--- config.mk ---
export PLATFORM = sky130hd
export DESIGN_NAME = cla_sub_serial
export DESIGN_NICKNAME = d
export VERILOG_FILES = /design/src/rtl/cla_sub_serial.sv
export SDC_FILE = /design/constraint.sdc
export NUM_CORES = 1
export LEC_CHECK = 0
export ABC_AREA = 1
export CORE_MARGIN = 2
export CORE_UTILIZATION = 29
export DETAILED_ROUTE_END_ITERATION = 7
export PLACE_DENSITY = 0.47
export SETUP_SLACK_MARGIN = 0.05
export SYNTH_ARGS = -nofsm -noshare
export SYNTH_HDL_FRONTEND = slang
export SYNTH_SLANG_ARGS = --single-unit
export TNS_END_PERCENT = 5
--- constraint.sdc ---
create_clock -name i_clk -period 4.5 [get_ports i_clk]
set_input_delay 0.9 -clock i_clk [delete_from_list [all_inputs] [get_ports i_clk]]
set_output_delay 0.9 -clock i_clk [all_outputs]
set_load 0.005 [all_outputs]
--- src/rtl/cla_sub_serial.sv ---
// Bit-serial subtractor: diff = a - b (mod 2^WIDTH), two bits per clock.
// Each RUN cycle one 2-bit carry-lookahead slice computes a + ~b + carry,
// with the carry registered between slices. Latency is WIDTH/2 cycles.
// Optional feature macro: SUB_OVF_EN adds the o_ovf signed-overflow output.
module cla_sub_serial #(
  parameter int unsigned WIDTH = 32,
  parameter int unsigned CNT_W = 5
) (
  input  logic             i_clk,
  input  logic             i_rst,
  input  logic             i_start,
  input  logic [WIDTH-1:0] i_a,
  input  logic [WIDTH-1:0] i_b,
  input  logic             i_clear,
  output logic             o_busy,
  output logic             o_done,
  output logic [WIDTH-1:0] o_diff,
  output logic             o_borrow,
  output logic             o_zero
`ifdef SUB_OVF_EN
  ,
  output logic             o_ovf
`endif
);

  typedef enum logic [1:0] {
    StIdle = 2'd0,
    StRun  = 2'd1,
    StDone = 2'd2
  } state_e;

  localparam logic [CNT_W-1:0] LastCnt = CNT_W'(WIDTH / 2 - 1);

  state_e             r_state, w_state_nxt;
  logic [WIDTH-1:0]   r_a, w_a_nxt;
  logic [WIDTH-1:0]   r_nb, w_nb_nxt;
  logic [WIDTH-1:0]   r_diff, w_diff_nxt;
  logic [CNT_W-1:0]   r_cnt, w_cnt_nxt;
  logic               r_carry, w_carry_nxt;
  logic               r_borrow, w_borrow_nxt;
  logic               r_zero, w_zero_nxt;
`ifdef SUB_OVF_EN
  logic               r_b_msb, w_b_msb_nxt;
  logic               r_ovf, w_ovf_nxt;
`endif

  // Slice datapath signals
  logic [CNT_W:0]     w_bit_idx;
  logic [1:0]         w_a_sl;
  logic [1:0]         w_nb_sl;
  logic [1:0]         w_g;
  logic [1:0]         w_p;
  logic               w_c1;
  logic               w_cout;
  logic [1:0]         w_s;
  logic [WIDTH-1:0]   w_slice_diff;
  logic               w_last;

  // Current 2-bit lookahead slice selected by the counter
  always_comb begin
    w_bit_idx    = {r_cnt, 1'b0};
    w_a_sl       = r_a[w_bit_idx +: 2];
    w_nb_sl      = r_nb[w_bit_idx +: 2];
    w_g          = w_a_sl & w_nb_sl;
    w_p          = w_a_sl ^ w_nb_sl;
    w_c1         = w_g[0] | (w_p[0] & r_carry);
    w_cout       = w_g[1] | (w_p[1] & w_g[0]) | (w_p[1] & w_p[0] & r_carry);
    w_s          = {w_p[1] ^ w_c1, w_p[0] ^ r_carry};
    // Result bits above the current slice are still 0, so OR-ing inserts the slice
    w_slice_diff = r_diff | (WIDTH'(w_s) << w_bit_idx);
    w_last       = (r_cnt == LastCnt);
  end

  // Next-state and datapath-update logic; clear overrides everything
  always_comb begin
    w_state_nxt  = r_state;
    w_a_nxt      = r_a;
    w_nb_nxt     = r_nb;
    w_diff_nxt   = r_diff;
    w_cnt_nxt    = r_cnt;
    w_carry_nxt  = r_carry;
    w_borrow_nxt = r_borrow;
    w_zero_nxt   = r_zero;
`ifdef SUB_OVF_EN
    w_b_msb_nxt  = r_b_msb;
    w_ovf_nxt    = r_ovf;
`endif
    if (i_clear) begin
      w_state_nxt = StIdle;
    end else begin
      unique case (r_state)
        StIdle, StDone: begin
          if (i_start) begin
            w_state_nxt = StRun;
            w_a_nxt     = i_a;
            w_nb_nxt    = ~i_b;
            w_carry_nxt = 1'b1;  // +1 completes the two's complement of b
            w_cnt_nxt   = '0;
            w_diff_nxt  = '0;
`ifdef SUB_OVF_EN
            w_b_msb_nxt = i_b[WIDTH-1];
`endif
          end
        end
        StRun: begin
          w_diff_nxt  = w_slice_diff;
          w_carry_nxt = w_cout;
          w_cnt_nxt   = r_cnt + CNT_W'(1);
          if (w_last) begin
            w_state_nxt  = StDone;
            w_cnt_nxt    = '0;
            w_borrow_nxt = ~w_cout;
            w_zero_nxt   = (w_slice_diff == '0);
`ifdef SUB_OVF_EN
            w_ovf_nxt    = (r_a[WIDTH-1] != r_b_msb) &
                           (w_slice_diff[WIDTH-1] != r_a[WIDTH-1]);
`endif
          end
        end
        default: w_state_nxt = StIdle;
      endcase
    end
  end

  // FSM state register
  always_ff @(posedge i_clk or posedge i_rst) begin
    if (i_rst) begin
      r_state <= StIdle;
    end else begin
      r_state <= w_state_nxt;
    end
  end

  // Operand, carry, counter and result registers
  always_ff @(posedge i_clk or posedge i_rst) begin
    if (i_rst) begin
      r_a      <= '0;
      r_nb     <= '0;
      r_diff   <= '0;
      r_cnt    <= '0;
      r_carry  <= 1'b0;
      r_borrow <= 1'b0;
      r_zero   <= 1'b0;
    end else begin
      r_a      <= w_a_nxt;
      r_nb     <= w_nb_nxt;
      r_diff   <= w_diff_nxt;
      r_cnt    <= w_cnt_nxt;
      r_carry  <= w_carry_nxt;
      r_borrow <= w_borrow_nxt;
      r_zero   <= w_zero_nxt;
    end
  end

`ifdef SUB_OVF_EN
  // Subtrahend sign bit and overflow flag
  always_ff @(posedge i_clk or posedge i_rst) begin
    if (i_rst) begin
      r_b_msb <= 1'b0;
      r_ovf   <= 1'b0;
    end else begin
      r_b_msb <= w_b_msb_nxt;
      r_ovf   <= w_ovf_nxt;
    end
  end

  assign o_ovf = r_ovf;
`endif

  assign o_busy   = (r_state == StRun);
  assign o_done   = (r_state == StDone);
  assign o_diff   = r_diff;
  assign o_borrow = r_borrow;
  assign o_zero   = r_zero;

endmodule

==> flow_summary.json <==
{
  "layout_common_cells": "nand2_1 (189), dfrtp_1 (106), clkdlybuf4s50_1 (103), o21ai_0 (85), nor2_1 (68)",
  "final_util_pct": 38.3,
  "grt_pass1_wl_um": 24300,
  "critPathLaunchType": "flip-flop",
  "post-place-cells": 972,
  "wirelength_um": 14600,
  "cts-htree-levels": 3,
  "drt_first_iter_violations": 327,
  "antenna_cells": 0,
  "grt_overflow": 0,
  "critPathBufInv": 1,
  "coreArea_um2": 17400,
  "synth_cells": 672,
  "rows": 48,
  "p_leak_nw": 3.22,
  "min_path_type": "reg2reg",
  "dieArea_um2": 19000,
  "layout_min_cycle_time_ps": 3110,
  "endpoint": "o_zero$_DFFE_PP0P_",
  "vdd_ir_drop_max_mv": 0.258,
  "syn_area_um2": 5200,
  "synth-edff-count": 0,
  "ff2ff_setup_slack_ps": 1390,
  "areaGrowthSynthToFinish_pct": 28.2,
  "cts_tree": "yes",
  "cts_setup_buffers": 0,
  "outcome": "complete, no violations",
  "finalHoldViolCount": 0,
  "cp_max_fo": 19,
  "initial_core_util_pct": 29.9,
  "tightestPinTransition_ps": 1040,
  "critPathMaxStageDelay_ps": 600,
  "rr_startpoint": "r_cnt[1]$_DFFE_PP0P_",
  "setup_tns_ps": 0,
  "fin_skew_ps": 11.8,
  "numClockSinks": 106,
  "dr.pass1.iters": 5,
  "clock_latency_ps": 360,
  "crit_arrival_ps": 3350,
  "rsz0062_at_grt": "no",
  "crit_chain": "inv_2 -> o21ai_0 -> o221ai_1 -> nand3_1 -> o21ai_0 -> fa_1 -> nand2_1 -> nor2_1 -> nand3_1 -> nand4_1 -> nor2_1 -> nand2_1 -> nor2_1 -> nand3_1 -> nand2_1",
  "portBuffers": 103,
  "ios": 104,
  "grt_max_degree": 111,
  "maxSlewViolCount": 0,
  "grt_pass1_vias": 4863,
  "power_density_nw_per_um2": 436,
  "ys_async_sr_fraction_pct": 100,
  "cts_buffer_depth": 2,
  "critPathLaunch": "r_cnt[1]$_DFFE_PP0P_",
  "dp_slack_ps": 1420,
  "synth_top_area_share_pct": 51.0,
  "cp.depth": 15,
  "avgRoutedWirePerCell_um": 14.8,
  "worst_r2r_path_depth": 15,
  "ant_nets": 0,
  "critPathTopFamily": "simple AND/OR/NAND/NOR gates",
  "post_drt_via_cell_ratio": 4.76,
  "drive_above_1_share_pct": 4.34,
  "crit_path_end_kind": "flip-flop",
  "synth.distinct_cells": 27,
  "fin_nets": 830,
  "grt_antenna_before_repair": 0,
  "die_w_um": 138,
  "drc": 0,
  "max-slew-margin-rel_pct": 30.7,
  "setup_viol": 0,
  "ys_dominant_reg_cell": "dfrtp_1",
  "cts_resized": 0,
  "place.gp.congestion": 0.883,
  "ctsHoldBuffers": 0,
  "yosysWarningCount": 0,
  "path_clk_slew_ps": 70,
  "avgSynthCellArea_um2": 7.75,
  "maxCapViolations": 0,
  "num_vias": 4692,
  "yosysSeqAreaShare_pct": 51.0,
  "finalCritPeriodShare_pct": 69.0,
  "die-height_um": 138,
  "layout_setup_ws_ps": 1390,
  "syn_nets": 744,
  "hpwl_um": 10500,
  "cts-root-buf": "clkbuf_16",
  "track_usage_pct": 16.6,
  "synth_area_leader_cell": "dfrtp_1",
  "stdcell_count": 986,
  "critPathSlowestCell": "dfrtp_1",
  "netlist_top_cells_area": "dfrtp_1 (51%), nand2_1 (14%), o21ai_0 (8.2%)",
  "cts_buffers": 9,
  "final_common_cell": "nand2_1",
  "ys_seq_elements": 106,
  "fmax_mhz": 322,
  "r2r_end": "o_zero$_DFFE_PP0P_",
  "path_class": "reg2reg",
  "worstPathRequired_ps": 4750
}
cell usage after synthesis, types with 2 or more instances:
cell type,n
a21oi_1,41
buf_2,18
clkbuf_1,14
dfrtp_1,106
ha_1,3
inv_1,64
inv_2,4
nand2_1,190
nand2_2,3
nand3_1,26
nand4_1,11
nor2_1,68
nor2_2,3
nor3_1,4
o211ai_1,6
o21ai_0,85
o21ai_1,2
o221ai_1,8
o22ai_1,8
cells by family after synthesis:
family          Yosys count  share of synthesized area (%)
xor+xnor                  1                          0.168
compound gates          152                           15.8
flops                   106                           51.0
simple gates            306                           23.9
buf+inv                 103                           8.08
fa+ha+maj                 4                           1.11
registers in the layout, indices dropped and copies added, names as in the netlist:
register,cells
o_borrow,1
o_diff,32
o_zero,1
r_a,32
r_carry,1
r_cnt,5
r_nb,32
r_state,2
metrics by stage:
| step | instance area [um2] | power (W) | hold WS (ps) |
|---|---|---|---|
| after global placement | 6410 | 0.00218 | 466 |
| after CTS | 6680 | 0.00295 | 478 |
| after floorplan | 5200 | 0.00188 | 444 |
| after global routing | 6680 | 0.00316 | 512 |
| after detailed placement | 6410 | 0.00221 | 460 |
| final | 6680 | 0.00291 | 474 |
routing by layer:
metal	GRT usage, %	vias to the layer above	wire length [um]
met4	7.03	0	372
li1	-	2345	-
met2	26.6	133	6710
met3	3.69	24	701
met5	0	-	0
met1	21.7	2190	6830
where the power goes:
part	leakage, nW	internal (W)	switching (W)	total [W]
Clock	0.127	0.000383	0.000344	0.000726
Combinational	1.72	0.000364	0.000633	0.000997
Sequential	1.37	0.00109	0.000102	0.00119
Total	3.22	0.00183	0.00108	0.00291
cell type report:
cell class / instances / area, um2
fill: 1813 / 10700
sequential: 106 / 2650
multi-input combinational: 463 / 2140
timing repair buffer: 110 / 1080
tap: 225 / 282
inverter: 68 / 258
clock buffer: 11 / 243
clock inverter: 3 / 17.5
worst min path at each step:
stage | start | endpoint | cells past startpoint
global placement | r_a[18]$_DFFE_PP0P_ | r_a[18]$_DFFE_PP0P_ | 2
global route | r_a[28]$_DFFE_PP0P_ | r_a[28]$_DFFE_PP0P_ | 2
CTS | r_a[18]$_DFFE_PP0P_ | r_a[18]$_DFFE_PP0P_ | 2
finish | r_a[18]$_DFFE_PP0P_ | r_a[18]$_DFFE_PP0P_ | 2
floorplan | r_a[12]$_DFFE_PP0P_ | r_a[12]$_DFFE_PP0P_ | 2
detailed placement | r_a[18]$_DFFE_PP0P_ | r_a[18]$_DFFE_PP0P_ | 2
worst register-to-register path, stage by stage (launching register included):
cell and delay [ps]:
dfrtp_1 600, inv_2 260, o21ai_0 140, o221ai_1 130, nand3_1 150, o21ai_0 180
fa_1 570, nand2_1 100, nor2_1 280, nand3_1 180, nand4_1 130, nor2_1 50
nand2_1 80, nor2_1 40, nand3_1 70, nand2_1 40
Power figures use the tool's default switching activity.
